<file path="config.mk">
export PLATFORM = sky130hd
export DESIGN_NAME = multicycle_control_flat
export DESIGN_NICKNAME = d
export VERILOG_FILES = /design/src/rtl/multicycle_control_if.sv /design/src/rtl/multicycle_control.sv /design/src/flat_wrapper.sv
export SDC_FILE = /design/constraint.sdc
export NUM_CORES = 1
export LEC_CHECK = 0
export CAP_MARGIN = 20
export CELL_PAD_IN_SITES_DETAIL_PLACEMENT = 1
export CELL_PAD_IN_SITES_GLOBAL_PLACEMENT = 1
export CORE_ASPECT_RATIO = 0.9
export CORE_MARGIN = 10
export CORE_UTILIZATION = 42
export CTS_BUF_LIST = sky130_fd_sc_hd__clkbuf_4 sky130_fd_sc_hd__clkbuf_8 sky130_fd_sc_hd__clkbuf_16
export CTS_CLUSTER_DIAMETER = 150
export CTS_CLUSTER_SIZE = 30
export DETAILED_ROUTE_END_ITERATION = 8
export PLACE_DENSITY_LB_ADDON = 0.1
export RECOVER_POWER = 25
export SLEW_MARGIN = 0
export SYNTH_ARGS = -nofsm -noshare
export SYNTH_HDL_FRONTEND = slang
export SYNTH_SLANG_ARGS = --single-unit
export TNS_END_PERCENT = 30
</file>
<file path="constraint.sdc">
create_clock -name CLK -period 4.8 [get_ports CLK]
set_clock_uncertainty 0.05 [all_clocks]
set_input_delay 0.96 -clock CLK [delete_from_list [all_inputs] [get_ports CLK]]
set_output_delay 0.96 -clock CLK [all_outputs]
set_load 0.01 [all_outputs]
</file>
<file path="src/rtl/multicycle_control_if.sv">
// Control/datapath bundle for the 16-bit multicycle machine: decode feedback in,
// control selects and PC out. master = control unit, slave = datapath.
interface multicycle_control_if;
    logic [3:0]  Op;
    logic [15:0] imm;
    logic        cmpEq;
    logic [15:0] PC;
    logic [2:0]  ALUOp;
    logic        ALUSrcA;
    logic        ALUSrcB;
    logic        writeEnable;
    logic [1:0]  immShift;
    logic [1:0]  numBits;
    logic        IRWrite;
    logic        memEnableRead;
    logic        memEnableWrite;
    logic        memAddrSel;
    logic [2:0]  regDataWrite;
    logic        halted;

    modport master (
        input  Op, imm, cmpEq,
        output PC, ALUOp, ALUSrcA, ALUSrcB, writeEnable, immShift, numBits,
        output IRWrite, memEnableRead, memEnableWrite, memAddrSel, regDataWrite, halted
    );

    modport slave (
        output Op, imm, cmpEq,
        input  PC, ALUOp, ALUSrcA, ALUSrcB, writeEnable, immShift, numBits,
        input  IRWrite, memEnableRead, memEnableWrite, memAddrSel, regDataWrite, halted
    );
endinterface

</file>
<file path="src/rtl/multicycle_control.sv">
// Multicycle Moore control FSM and PC for the 16-bit datapath; outputs are registered.
// Define HALT_ON_ILLEGAL_EN to halt on opcodes C-E instead of treating them as NOPs.
module multicycle_control #(
    parameter logic [15:0] PC_RESET = 16'h0000
) (
    input logic                  CLK,
    input logic                  reset,
    multicycle_control_if.master bus
);

    localparam logic [3:0] OpAdd  = 4'h0;
    localparam logic [3:0] OpSub  = 4'h1;
    localparam logic [3:0] OpAnd  = 4'h2;
    localparam logic [3:0] OpOr   = 4'h3;
    localparam logic [3:0] OpAddi = 4'h4;
    localparam logic [3:0] OpLui  = 4'h5;
    localparam logic [3:0] OpLw   = 4'h6;
    localparam logic [3:0] OpSw   = 4'h7;
    localparam logic [3:0] OpBeq  = 4'h8;
    localparam logic [3:0] OpBne  = 4'h9;
    localparam logic [3:0] OpJal  = 4'hA;
    localparam logic [3:0] OpSlt  = 4'hB;
    localparam logic [3:0] OpHalt = 4'hF;

    typedef enum logic [3:0] {
        StIdle, StF0, StF1, StDec, StExecR, StExecI, StWbAlu, StWbImm,
        StMemAddr, StMemRd, StMemWait, StWbMem, StMemWr, StBranch, StJump, StHalt
    } state_e;

    state_e      state_q, state_d;
    logic [15:0] pc_q, pc_d;
    logic [3:0]  op_q, op_dec;
    logic        taken;

    logic [2:0]  alu_op_q, alu_op_d;
    logic        src_a_q, src_a_d;
    logic        src_b_q, src_b_d;
    logic        we_q, we_d;
    logic [1:0]  imm_shift_q, imm_shift_d;
    logic [1:0]  num_bits_q, num_bits_d;
    logic        ir_write_q, ir_write_d;
    logic        mem_rd_q, mem_rd_d;
    logic        mem_wr_q, mem_wr_d;
    logic        addr_sel_q, addr_sel_d;
    logic [2:0]  rdw_q, rdw_d;
    logic        halted_q, halted_d;

    // Op is trusted only while in DEC; later states use the copy latched there.
    assign op_dec = (state_q == StDec) ? bus.Op : op_q;
    assign taken  = ((op_q == OpBeq) && bus.cmpEq) || ((op_q == OpBne) && !bus.cmpEq);

    always_comb begin
        state_d = state_q;
        pc_d    = pc_q;
        unique case (state_q)
            StIdle:  state_d = StF0;
            StF0:    state_d = StF1;
            StF1:    state_d = StDec;
            StDec: begin
                pc_d = pc_q + 16'd2;
                unique case (bus.Op)
                    OpAdd, OpSub, OpAnd, OpOr, OpSlt: state_d = StExecR;
                    OpAddi:                           state_d = StExecI;
                    OpLui:                            state_d = StWbImm;
                    OpLw, OpSw:                       state_d = StMemAddr;
                    OpBeq, OpBne:                     state_d = StBranch;
                    OpJal:                            state_d = StJump;
                    OpHalt:                           state_d = StHalt;
                    default: begin
`ifdef HALT_ON_ILLEGAL_EN
                        state_d = StHalt;
`else
                        state_d = StF0;
`endif
                    end
                endcase
            end
            StExecR, StExecI:                 state_d = StWbAlu;
            StWbAlu, StWbImm, StWbMem, StMemWr: state_d = StF0;
            StMemAddr: state_d = (op_q == OpLw) ? StMemRd : StMemWr;
            StMemRd:   state_d = StMemWait;
            StMemWait: state_d = StWbMem;
            StBranch: begin
                if (taken) pc_d = pc_q + bus.imm;
                state_d = StF0;
            end
            StJump: begin
                pc_d    = pc_q + bus.imm;
                state_d = StF0;
            end
            StHalt:  state_d = StHalt;
            default: state_d = StIdle;
        endcase
    end

    // Outputs are decoded from the state being entered so they register alongside it.
    always_comb begin
        alu_op_d    = 3'd0;
        src_a_d     = 1'b0;
        src_b_d     = 1'b0;
        we_d        = 1'b0;
        imm_shift_d = 2'd0;
        num_bits_d  = 2'd0;
        ir_write_d  = 1'b0;
        mem_rd_d    = 1'b0;
        mem_wr_d    = 1'b0;
        addr_sel_d  = 1'b0;
        rdw_d       = 3'd0;
        halted_d    = 1'b0;
        unique case (state_d)
            StF1: ir_write_d = 1'b1;
            StExecR: begin
                src_a_d  = 1'b1;
                alu_op_d = (op_dec == OpSlt) ? 3'd1 : {1'b0, op_dec[1:0]};
            end
            StExecI: begin
                src_a_d = 1'b1;
                src_b_d = 1'b1;
            end
            StWbAlu: begin
                we_d  = 1'b1;
                rdw_d = (op_dec == OpSlt) ? 3'd4 : 3'd0;
            end
            StWbImm: begin
                we_d  = 1'b1;
                rdw_d = 3'd3;
            end
            StMemAddr: begin
                src_a_d    = 1'b1;
                src_b_d    = 1'b1;
                addr_sel_d = 1'b1;
            end
            StMemRd, StMemWait: begin
                addr_sel_d = 1'b1;
                mem_rd_d   = 1'b1;
            end
            StWbMem: begin
                we_d  = 1'b1;
                rdw_d = 3'd1;
            end
            StMemWr: begin
                addr_sel_d = 1'b1;
                mem_wr_d   = 1'b1;
            end
            StBranch: begin
                src_a_d  = 1'b1;
                alu_op_d = 3'd1;
            end
            StJump: begin
                we_d  = 1'b1;
                rdw_d = 3'd2;
            end
            StHalt:  halted_d = 1'b1;
            default: ;
        endcase

        unique case (state_d)
            StExecR, StExecI, StWbAlu, StWbImm, StMemAddr, StMemRd, StMemWait,
            StWbMem, StMemWr, StBranch, StJump: begin
                unique case (op_dec)
                    OpLui: begin
                        num_bits_d  = 2'd1;
                        imm_shift_d = 2'd1;
                    end
                    OpBeq, OpBne: num_bits_d = 2'd1;
                    OpJal:        num_bits_d = 2'd2;
                    default:      ;
                endcase
            end
            default: ;
        endcase
    end

    always_ff @(posedge CLK or negedge reset) begin
        if (!reset) begin
            state_q     <= StIdle;
            pc_q        <= PC_RESET;
            op_q        <= 4'd0;
            alu_op_q    <= 3'd0;
            src_a_q     <= 1'b0;
            src_b_q     <= 1'b0;
            we_q        <= 1'b0;
            imm_shift_q <= 2'd0;
            num_bits_q  <= 2'd0;
            ir_write_q  <= 1'b0;
            mem_rd_q    <= 1'b0;
            mem_wr_q    <= 1'b0;
            addr_sel_q  <= 1'b0;
            rdw_q       <= 3'd0;
            halted_q    <= 1'b0;
        end else begin
            state_q     <= state_d;
            pc_q        <= pc_d;
            op_q        <= op_dec;
            alu_op_q    <= alu_op_d;
            src_a_q     <= src_a_d;
            src_b_q     <= src_b_d;
            we_q        <= we_d;
            imm_shift_q <= imm_shift_d;
            num_bits_q  <= num_bits_d;
            ir_write_q  <= ir_write_d;
            mem_rd_q    <= mem_rd_d;
            mem_wr_q    <= mem_wr_d;
            addr_sel_q  <= addr_sel_d;
            rdw_q       <= rdw_d;
            halted_q    <= halted_d;
        end
    end

    assign bus.PC             = pc_q;
    assign bus.ALUOp          = alu_op_q;
    assign bus.ALUSrcA        = src_a_q;
    assign bus.ALUSrcB        = src_b_q;
    assign bus.writeEnable    = we_q;
    assign bus.immShift       = imm_shift_q;
    assign bus.numBits        = num_bits_q;
    assign bus.IRWrite        = ir_write_q;
    assign bus.memEnableRead  = mem_rd_q;
    assign bus.memEnableWrite = mem_wr_q;
    assign bus.memAddrSel     = addr_sel_q;
    assign bus.regDataWrite   = rdw_q;
    assign bus.halted         = halted_q;

endmodule
</file>
<file path="src/flat_wrapper.sv">
// flat-port wrapper written by rule: the top's interface ports become plain ports
module multicycle_control_flat 
#(
    parameter logic [15:0] PC_RESET = 16'h0000
)
  (CLK, reset, bus_Op, bus_imm, bus_cmpEq, bus_PC, bus_ALUOp, bus_ALUSrcA, bus_ALUSrcB, bus_writeEnable, bus_immShift, bus_numBits, bus_IRWrite, bus_memEnableRead, bus_memEnableWrite, bus_memAddrSel, bus_regDataWrite, bus_halted);
  multicycle_control_if bus_i ();
  input logic CLK;
  input logic reset;
  input wire logic [$bits(bus_i.Op)-1:0] bus_Op;
  input wire logic [$bits(bus_i.imm)-1:0] bus_imm;
  input wire logic [$bits(bus_i.cmpEq)-1:0] bus_cmpEq;
  output wire logic [$bits(bus_i.PC)-1:0] bus_PC;
  output wire logic [$bits(bus_i.ALUOp)-1:0] bus_ALUOp;
  output wire logic [$bits(bus_i.ALUSrcA)-1:0] bus_ALUSrcA;
  output wire logic [$bits(bus_i.ALUSrcB)-1:0] bus_ALUSrcB;
  output wire logic [$bits(bus_i.writeEnable)-1:0] bus_writeEnable;
  output wire logic [$bits(bus_i.immShift)-1:0] bus_immShift;
  output wire logic [$bits(bus_i.numBits)-1:0] bus_numBits;
  output wire logic [$bits(bus_i.IRWrite)-1:0] bus_IRWrite;
  output wire logic [$bits(bus_i.memEnableRead)-1:0] bus_memEnableRead;
  output wire logic [$bits(bus_i.memEnableWrite)-1:0] bus_memEnableWrite;
  output wire logic [$bits(bus_i.memAddrSel)-1:0] bus_memAddrSel;
  output wire logic [$bits(bus_i.regDataWrite)-1:0] bus_regDataWrite;
  output wire logic [$bits(bus_i.halted)-1:0] bus_halted;
  assign bus_i.Op = bus_Op;
  assign bus_i.imm = bus_imm;
  assign bus_i.cmpEq = bus_cmpEq;
  assign bus_PC = bus_i.PC;
  assign bus_ALUOp = bus_i.ALUOp;
  assign bus_ALUSrcA = bus_i.ALUSrcA;
  assign bus_ALUSrcB = bus_i.ALUSrcB;
  assign bus_writeEnable = bus_i.writeEnable;
  assign bus_immShift = bus_i.immShift;
  assign bus_numBits = bus_i.numBits;
  assign bus_IRWrite = bus_i.IRWrite;
  assign bus_memEnableRead = bus_i.memEnableRead;
  assign bus_memEnableWrite = bus_i.memEnableWrite;
  assign bus_memAddrSel = bus_i.memAddrSel;
  assign bus_regDataWrite = bus_i.regDataWrite;
  assign bus_halted = bus_i.halted;
  multicycle_control #(.PC_RESET(PC_RESET)) u_core (.CLK(CLK), .reset(reset), .bus(bus_i));
endmodule
</file>
==> flow_summary.ini, run 1 <==
[run_status]
run_status = finished, violations left
violations = capacitance limit, slew limit

[global_routing]
grt_max_degree = 41
grt_pass1_wl_mm = 14.52
antenna_violations_before_repair = 0
global_route_usage_over_all_layers = 0.1621
grt_remaining_overflow = 0
number_of_global_route_vias_before_repair = 2938

[pwr]
peakVddDrop_mv = 0.2886
power_per_cell_area_nw_per_um2 = 608.3
leakage_uw = 0.001500

[final_layout]
flow.area_growth_from_synthesis_pct = 23.99
n_antenna_cell = 0
fin_nets = 446
fill_cells = 851
final_layout_size_suffix_gt1_frac = 0.05651
fin_util = 0.5291

[setup_path]
critical_path_arrival_ns = 3.44
end_kind = register
r2r-start = u_core.bus.PC[0]
worst-path-max-fanout = 4
critical_path.startpoint_type = input port
worst_r2r_path_depth = 9
required_ns = 4.93
timing.rr.end = u_core.bus.PC[14]
r2r_setup_slack_ns = 2.11
worstSetupPathType = in -> reg

[placement]
finalWeightedCongestion = 0.8048
post-dp-hpwl_mm = 6.785
portBuffers = 54

[sta]
achievable_clock_frequency_ghz = 0.3026
timing_hold_violations_final = 0
final_critical_period_ns = 3.304
max_slew.worst_pin.slew_ns = 2.211
timing.setup.tns_ns = 0
timing.final.crit_share = 0.6884
setup_violations = 0
final_max_slew_viol_count = 41
grt_setup_unrepaired = no
slew_headroom = -0.4740

[clock_network]
cts-root-to-sink-buffers = 2
clock_tree.htree_level_count = 2
cts-buffers-inserted = 5
cts_hold_buffers = 0
clk_pin_slew_worst_paths_ns = 0.08
clock_sinks = 40
cts_tree = done
cts-root-buf = sky130_fd_sc_hd__clkbuf_8
cells_resized_by_post_cts_repair = 0
cts_setup_buffers = 0
clock_latency_ns = 0.29

[hold_path]
min_delay_worst_endpoint = u_core.bus.PC[0]
hold_path_depth = 2
timing.hold.worst.class = reg -> reg
min-delay-start = u_core.bus.PC[0]

[route]
drt_iter0_drc = 105
postRouteWirelength_mm = 8.706
num_vias = 2843
drc = 0
drt-pass1-iter-count = 7
vias_per_cell = 5.686
antenna_left = 0
wire_per_inst_um = 17.41

[synthesis]
yosys.cell_types.count = 67
postSynth.asyncResetShare = 1.000
synth_ff_type = sky130_fd_sc_hd__dfrtp_1
synth.cell_area_um2 = 2973
synthesis.instances = 357
syn_area_per_cell_um2 = 8.327
synth.yosys.warnings = 0
synth_sequential_area_ratio = 0.3367
postSynthRegisterBits = 40
edff_count_synth = 0

[floorplan]
die_h_um = 99.82
row_count = 29
design.portCount = 57
initial_utilization = 0.4267
core_region_area_um2 = 6967
die_width_um = 108.7
total_die_area_um2 = 10850

[job]
maxCapViolations = 1
[stage by stage]
step / worst slack, ns / total power, uW / instance area [um2] / hold WS, ns / std cells
6_report: 1.496 / 2242 / 3686 / 0.5182 / 500
5_1_grt: 1.350 / 2449 / 3686 / 0.5544 / 500
4_1_cts: 1.512 / 2256 / 3687 / 0.5244 / 500
3_5_place_dp: 1.198 / 1952 / 3566 / 0.5029 / 492
3_3_place_gp: 1.323 / 1908 / 3566 / 0.5151 / 492
2_1_floorplan: 1.994 / 1493 / 2977 / 0.4693 / 358
[cell type report]
cell class                 count  area [um2]  area share
multi-input combinational    288        1846      0.5007
sequential                    40        1001      0.2716
timing repair buffer          55       541.8      0.1470
tap                           93       116.4     0.03157
clock buffer                   6       82.58     0.02240
inverter                      16       60.06     0.01629
clock inverter                 2       38.79     0.01052
[worst max path at each step]
| stage | start | endpoint | slack [ns] |
|---|---|---|---|
| after global placement | bus_imm[0] | u_core.bus.PC[14] | 1.32 |
| after global routing | bus_imm[0] | u_core.bus.PC[14] | 1.35 |
| after CTS | bus_imm[0] | u_core.bus.PC[14] | 1.51 |
| after floorplan | bus_imm[0] | u_core.bus.PC[14] | 1.99 |
| final | bus_imm[0] | u_core.bus.PC[14] | 1.50 |
| after detailed placement | bus_imm[0] | u_core.bus.PC[14] | 1.20 |
[routing by layer]
| layer | wire length (um) | up-vias | part of all wire | track usage |
|---|---|---|---|---|
| met1 | 4145 | 1393 | 0.48 | 0.2211 |
| met3 | 407 | 5 | 0.047 | 0.02562 |
| met2 | 4094 | 47 | 0.47 | 0.2644 |
| li1 | - | 1398 | - | - |
| met4 | 60 | 0 | 0.0069 | 0.03343 |
| met5 | 0 | - | 0 | 0 |
[critical path, cell delays in order]
cell	delay (ns)
sky130_fd_sc_hd__clkdlybuf4s50_1	0.40
sky130_fd_sc_hd__ha_1	0.21
sky130_fd_sc_hd__inv_1	0.08
sky130_fd_sc_hd__fa_1	0.20
sky130_fd_sc_hd__nor2b_1	0.06
sky130_fd_sc_hd__o31a_1	0.29
sky130_fd_sc_hd__o311ai_1	0.52
sky130_fd_sc_hd__a31oi_1	0.20
sky130_fd_sc_hd__xor2_1	0.19
sky130_fd_sc_hd__a221o_1	0.32
[layout by cell type (no fill, tap or decap), types with 4 or more instances in the layout]
cell type	instances
sky130_fd_sc_hd__clkdlybuf4s50_1	53
sky130_fd_sc_hd__nand2_1	44
sky130_fd_sc_hd__dfrtp_1	40
sky130_fd_sc_hd__a21oi_1	32
sky130_fd_sc_hd__nor2_1	31
sky130_fd_sc_hd__o21ai_0	18
sky130_fd_sc_hd__ha_1	16
sky130_fd_sc_hd__inv_1	15
sky130_fd_sc_hd__nand3_1	15
sky130_fd_sc_hd__nor3_1	10
sky130_fd_sc_hd__a211oi_1	9
sky130_fd_sc_hd__or3_1	7
sky130_fd_sc_hd__o21ai_1	6
sky130_fd_sc_hd__xnor2_1	6
sky130_fd_sc_hd__clkbuf_8	6
sky130_fd_sc_hd__nand2b_1	4
sky130_fd_sc_hd__a21o_1	4
sky130_fd_sc_hd__o211ai_1	4
sky130_fd_sc_hd__mux2i_1	4
sky130_fd_sc_hd__nor3b_1	4
sky130_fd_sc_hd__o22ai_1	4
sky130_fd_sc_hd__a31oi_1	4
[registers in the layout (all words and copies together), names as in the netlist, 2 cells and up]
| name | flops |
|---|---|
| u_core.bus.ALUOp | 2 |
| u_core.bus.PC | 16 |
| u_core.bus.numBits | 2 |
| u_core.bus.regDataWrite | 3 |
| u_core.op_q | 4 |
| u_core.state_q | 4 |
[power by group]
| group | internal [uW] | switching, uW | total (uW) |
|---|---|---|---|
| clock | 170 | 126 | 296 |
| sequential | 457 | 191 | 649 |
| combinational | 564 | 734 | 1300 |
[synthesized netlist by cell type (all sizes together) (6+ instances only)]
library cell	n	area (um2)
a211oi	9	67.56
a21oi	32	160.2
buf	10	55.05
dfrtp	40	1001
ha	16	200.2
inv	16	60.05
nand2	45	176.4
nand3	16	85.08
nor2	31	116.4
nor3	10	50.05
o21ai	24	120.1
or3	8	51.30
xnor2	6	52.55
[cells by family after synthesis]
logic type                 Yosys count  synth area share
muxes                                4           0.01347
and+or+nand+nor                    143            0.2492
buffers and inverters               30           0.04377
AOI/OAI and AO/OA                  113            0.2550
other                                1          0.001261
adders and majority gates           17           0.07407
xor gates and xnor gates             9           0.02652
DFF                                 40            0.3367
Note: power is estimated with default switching activity, not from simulation.
==> inputs of run 2 (changes only) <==
Settings changed: CORE_UTILIZATION 42 to 39.
Clock period 4.8 ns to 3.4 ns, I/O delays scaled along.
==> flow_summary.ini, run 2 (same netlist as run 1, synthesis figures left out) <==
[setup_path]
critical_path_arrival_ns = 3.01
worstSetupPathType = in -> reg
end_kind = register
required_ns = 3.55
worst-path-max-fanout = 4
critical_path.startpoint_type = input port

[run_status]
violations = capacitance limit, slew limit
run_status = finished, violations left

[sta]
setup_violations = 0
final_critical_period_ns = 2.864
timing.setup.tns_ns = 0
grt_setup_unrepaired = no
slew_headroom = -0.4956
timing.final.crit_share = 0.8423
max_slew.worst_pin.slew_ns = 2.243
final_max_slew_viol_count = 41
achievable_clock_frequency_ghz = 0.3492
timing_hold_violations_final = 0

[placement]
finalWeightedCongestion = 0.8161
post-dp-hpwl_mm = 6.957
place_inst = 499
portBuffers = 54

[floorplan]
design.portCount = 57
die_h_um = 102.8
row_count = 30
initial_utilization = 0.3980
total_die_area_um2 = 11520
die_width_um = 112.0
core_region_area_um2 = 7470

[clock_network]
clock_latency_ns = 0.30
clock_tree.htree_level_count = 2
clock_sinks = 40
cts-root-buf = sky130_fd_sc_hd__clkbuf_8
cts-buffers-inserted = 5
clk_pin_slew_worst_paths_ns = 0.09
cts_setup_buffers = 0
cts_tree = done
cells_resized_by_post_cts_repair = 0
cts_hold_buffers = 0
cts-root-to-sink-buffers = 2

[pwr]
clkPwrFrac = 0.130
leakage_uw = 0.001513
power.switching_uw = 1505
power_per_cell_area_nw_per_um2 = 859.0
p_int_uw = 1684
switching_share = 0.4719
share_of_power_burned_in_combinational_logic = 0.587
peakVddDrop_mv = 0.3238
seqPwrFrac = 0.283

[global_routing]
global_route_usage_over_all_layers = 0.1541
number_of_global_route_vias_before_repair = 2940
grt_remaining_overflow = 0
grt_pass1_wl_mm = 14.71
grt_max_degree = 41
antenna_violations_before_repair = 0

[route]
vias_per_cell = 5.661
postRouteWirelength_mm = 8.932
wire_per_inst_um = 17.62
num_vias = 2870
drt_iter0_drc = 81
drt-pass1-iter-count = 4
drc = 0
antenna_left = 0

[final_layout]
fin_nets = 450
n_antenna_cell = 0
layout.cells.most_common_list = 53 x sky130_fd_sc_hd__clkdlybuf4s50_1, 44 x sky130_fd_sc_hd__nand2_1, 40 x sky130_fd_sc_hd__dfrtp_1
number_of_flip_flops_in_the_largest_register = 16
final_standard_cell_count_with_taps_included_and_fillers_excluded = 507
flow.area_growth_from_synthesis_pct = 24.92
most_common_cell_after_layout_fill_and_taps_aside = sky130_fd_sc_hd__clkdlybuf4s50_1
final_layout_size_suffix_gt1_frac = 0.06569

[hold_path]
timing.hold.worst.class = reg -> reg

[job]
maxCapViolations = 1
[run 2: cell types whose count changed in the layout (fill, tap and decap cells not counted), sizes merged]
cell	delta
clkinvlp	+1
buf	+4
clkbuf	-1
inv	+1
clkinv	-1
[run 2: metrics by stage]
| stage | utilization | hold slack [ns] | power, uW | area [um2] | setup slack (ns) |
|---|---|---|---|---|---|
| final | 0.4972 | 0.5335 | 3190 | 3714 | 0.5361 |
| after global routing | 0.4972 | 0.5669 | 3478 | 3714 | 0.3406 |
| after CTS | 0.4973 | 0.5003 | 3213 | 3715 | 0.5340 |
| after detailed placement | 0.4819 | 0.5337 | 2784 | 3600 | 0.2138 |
| after global placement | 0.4819 | 0.5135 | 2730 | 3600 | 0.2908 |
| after floorplan | - | 0.3344 | 2108 | 2977 | 0.8741 |
[run 2: area by class of cell]
| class | count | area, um2 |
|---|---|---|
| inverters | 16 | 60.06 |
| fillers | 930 | 3756 |
| flip-flops and latches | 40 | 1001 |
| well taps | 96 | 120.1 |
| multi-input cells | 288 | 1846 |
| clock buffers | 5 | 68.82 |
| repair buffers | 59 | 571.8 |
| clock inverters | 3 | 46.29 |
[run 2: final timing paths]
path                                   start                          to  slack (ns)  cells past startpoint
max                               bus_imm[0]           u_core.bus.PC[14]        0.54                     11
min                         u_core.bus.PC[0]            u_core.bus.PC[0]        0.53                      2
max reg2reg                u_core.state_q[2]           u_core.bus.PC[13]        0.79                      6
min reg2reg                 u_core.bus.PC[0]            u_core.bus.PC[0]        0.53                      2
max in group asynchronous              reset            u_core.bus.PC[8]        1.04                      1
min in group asynchronous              reset  u_core.bus.regDataWrite[2]        0.98                      1
[run 2: power by group through the flow]
stage | clock network [uW] | logic [uW] | registers (uW)
2_1_floorplan | 0 | 1240 | 864
3_3_place_gp | 0 | 1820 | 908
5_1_grt | 443 | 2090 | 941
3_5_place_dp | 0 | 1870 | 910
6_report | 415 | 1870 | 902
4_1_cts | 422 | 1890 | 904
[run 2: worst max-delay path: stages]
cell	delay (ns)
sky130_fd_sc_hd__clkdlybuf4s50_1	0.48
sky130_fd_sc_hd__ha_1	0.20
sky130_fd_sc_hd__inv_1	0.07
sky130_fd_sc_hd__fa_1	0.41
sky130_fd_sc_hd__nor2b_1	0.16
sky130_fd_sc_hd__o31a_1	0.21
sky130_fd_sc_hd__o311ai_1	0.10
sky130_fd_sc_hd__buf_4	0.16
sky130_fd_sc_hd__a31oi_1	0.15
sky130_fd_sc_hd__xor2_1	0.09
sky130_fd_sc_hd__a221o_1	0.31
[run 2: metal layers]
| metal | part of all wire | routed length [um] | up-vias | GRT usage |
|---|---|---|---|---|
| met1 | 0.47 | 4163 | 1399 | 0.1972 |
| met4 | 0.0095 | 85 | 0 | 0.03899 |
| met2 | 0.47 | 4229 | 53 | 0.2587 |
| met3 | 0.051 | 454 | 6 | 0.03432 |
| met5 | 0 | 0 | - | 0 |
| li1 | - | - | 1412 | - |
==> inputs of run 3 (changes only) <==
Clock period 3.4 ns to 2.9 ns, I/O delays scaled along.
==> flow_summary.ini, run 3 (same netlist as run 1, synthesis figures left out) <==
[hold_path]
timing.hold.worst.class = reg -> reg

[clock_network]
cts-root-buf = sky130_fd_sc_hd__clkbuf_8
cts-buffers-inserted = 5
clock_tree.htree_level_count = 2
cts_setup_buffers = 0
clock_latency_ns = 0.30
cts_tree = done
cts_hold_buffers = 0
cts-root-to-sink-buffers = 2
cells_resized_by_post_cts_repair = 0
clock_sinks = 40
clk_pin_slew_worst_paths_ns = 0.08

[sta]
final_max_slew_viol_count = 41
max_slew.worst_pin.slew_ns = 2.209
setup_violations = 0
achievable_clock_frequency_ghz = 0.3710
slew_headroom = -0.4727
final_critical_period_ns = 2.696
grt_setup_unrepaired = no
hold_slack_ns = 0.5402
timing.final.crit_share = 0.9296
timing.setup.tns_ns = 0
fin_worst_setup_slack_ns = 0.2042
timing_hold_violations_final = 0

[setup_path]
critical_path.startpoint_type = input port
critical_path_arrival_ns = 2.83
worstSetupPathType = in -> reg
worst-path-max-fanout = 4
end_kind = register
required_ns = 3.03

[final_layout]
fill_cells = 913
final_standard_cell_count_with_taps_included_and_fillers_excluded = 529
number_of_flip_flops_in_the_largest_register = 16
most_common_cell_after_layout_fill_and_taps_aside = sky130_fd_sc_hd__clkdlybuf4s50_1
final_layout_size_suffix_gt1_frac = 0.1132
n_antenna_cell = 0
layout.cells.most_common_list = 53 x sky130_fd_sc_hd__clkdlybuf4s50_1, 44 x sky130_fd_sc_hd__nand2_1, 40 x sky130_fd_sc_hd__dfrtp_1
fin_nets = 472
flow.area_growth_from_synthesis_pct = 30.64

[floorplan]
initial_utilization = 0.3980
design.portCount = 57
core_region_area_um2 = 7470
row_count = 30
total_die_area_um2 = 11520
die_h_um = 102.8
die_width_um = 112.0

[route]
antenna_left = 0
drt-pass1-iter-count = 4
drt_iter0_drc = 91
vias_per_cell = 5.518
postRouteWirelength_mm = 9.122
wire_per_inst_um = 17.24
drc = 0
num_vias = 2919

[run_status]
violations = capacitance limit, slew limit
run_status = finished, violations left

[placement]
finalWeightedCongestion = 0.8768
portBuffers = 54
place_inst = 521
post-dp-hpwl_mm = 7.188
post-place-ws_ns = -0.08975

[global_routing]
grt_remaining_overflow = 0
grt_pass1_wl_mm = 15.39
number_of_global_route_vias_before_repair = 3023
antenna_violations_before_repair = 0
global_route_usage_over_all_layers = 0.1604
grt_max_degree = 41

[job]
maxCapViolations = 1

[pwr]
leakage_uw = 0.001620
peakVddDrop_mv = 0.3887
power_per_cell_area_nw_per_um2 = 1011
==> run 3: cell types whose count changed in the layout (fill, tap and decap cells not counted), sizes merged <==
| cell | change |
|---|---|
| buf | +21 |
| clkbuf | +2 |
| clkinv | +1 |
| clkinvlp | -1 |
| inv | -1 |
==> run 3: area by class of cell <==
type,count,area (um2),share of cell area
multi-input combinational,288,1848,0.4758
sequential,40,1001,0.2577
timing repair buffer,81,733.2,0.1888
tap,96,120.1,0.03093
clock buffer,6,82.58,0.02126
inverter,16,60.06,0.01546
clock inverter,2,38.79,0.009987
==> run 3: final timing paths <==
kind                                 endpoint              from  depth (start not counted)  slack [ns]
min in group asynchronous   u_core.bus.halted             reset                          1        0.87
max                         u_core.bus.PC[15]        bus_imm[2]                          8        0.20
min                          u_core.bus.PC[0]  u_core.bus.PC[0]                          2        0.54
min reg2reg                  u_core.bus.PC[0]  u_core.bus.PC[0]                          2        0.54
max in group asynchronous  u_core.bus.ALUSrcB             reset                          1        0.66
max reg2reg                 u_core.bus.PC[15]  u_core.bus.PC[5]                          7        0.43
==> run 3: worst max-delay path: stages <==
cell                              delay, ns
sky130_fd_sc_hd__clkdlybuf4s50_1       0.41
sky130_fd_sc_hd__ha_1                  0.36
sky130_fd_sc_hd__o21ai_1               0.10
sky130_fd_sc_hd__nor3_1                0.27
sky130_fd_sc_hd__o21ai_1               0.19
sky130_fd_sc_hd__a211oi_1              0.58
sky130_fd_sc_hd__mux2i_1               0.25
sky130_fd_sc_hd__nand3_1               0.08
==> run 3: layer usage <==
layer | wire length [um] | track usage | part of all wire
met3 | 398 | 0.03316 | 0.044
met4 | 73 | 0.04094 | 0.0080
met5 | 0 | 0 | 0
met1 | 4501 | 0.2121 | 0.49
met2 | 4148 | 0.2623 | 0.45
==> run 3: metrics by stage <==
step | power [uW] | cell area, um2 | util
detailed placement | 3443 | 3765 | 0.5040
global placement | 3391 | 3765 | 0.5040
CTS | 3953 | 3886 | 0.5203
global route | 4295 | 3884 | 0.5199
finish | 3925 | 3884 | 0.5199
floorplan | 2471 | 2977 | -
==> run 3: where the power goes <==
part	internal (uW)	switching, uW	leakage [uW]
Combinational	1110	1330	0.00106
Clock	282	207	0.0000614
Sequential	758	243	0.000499
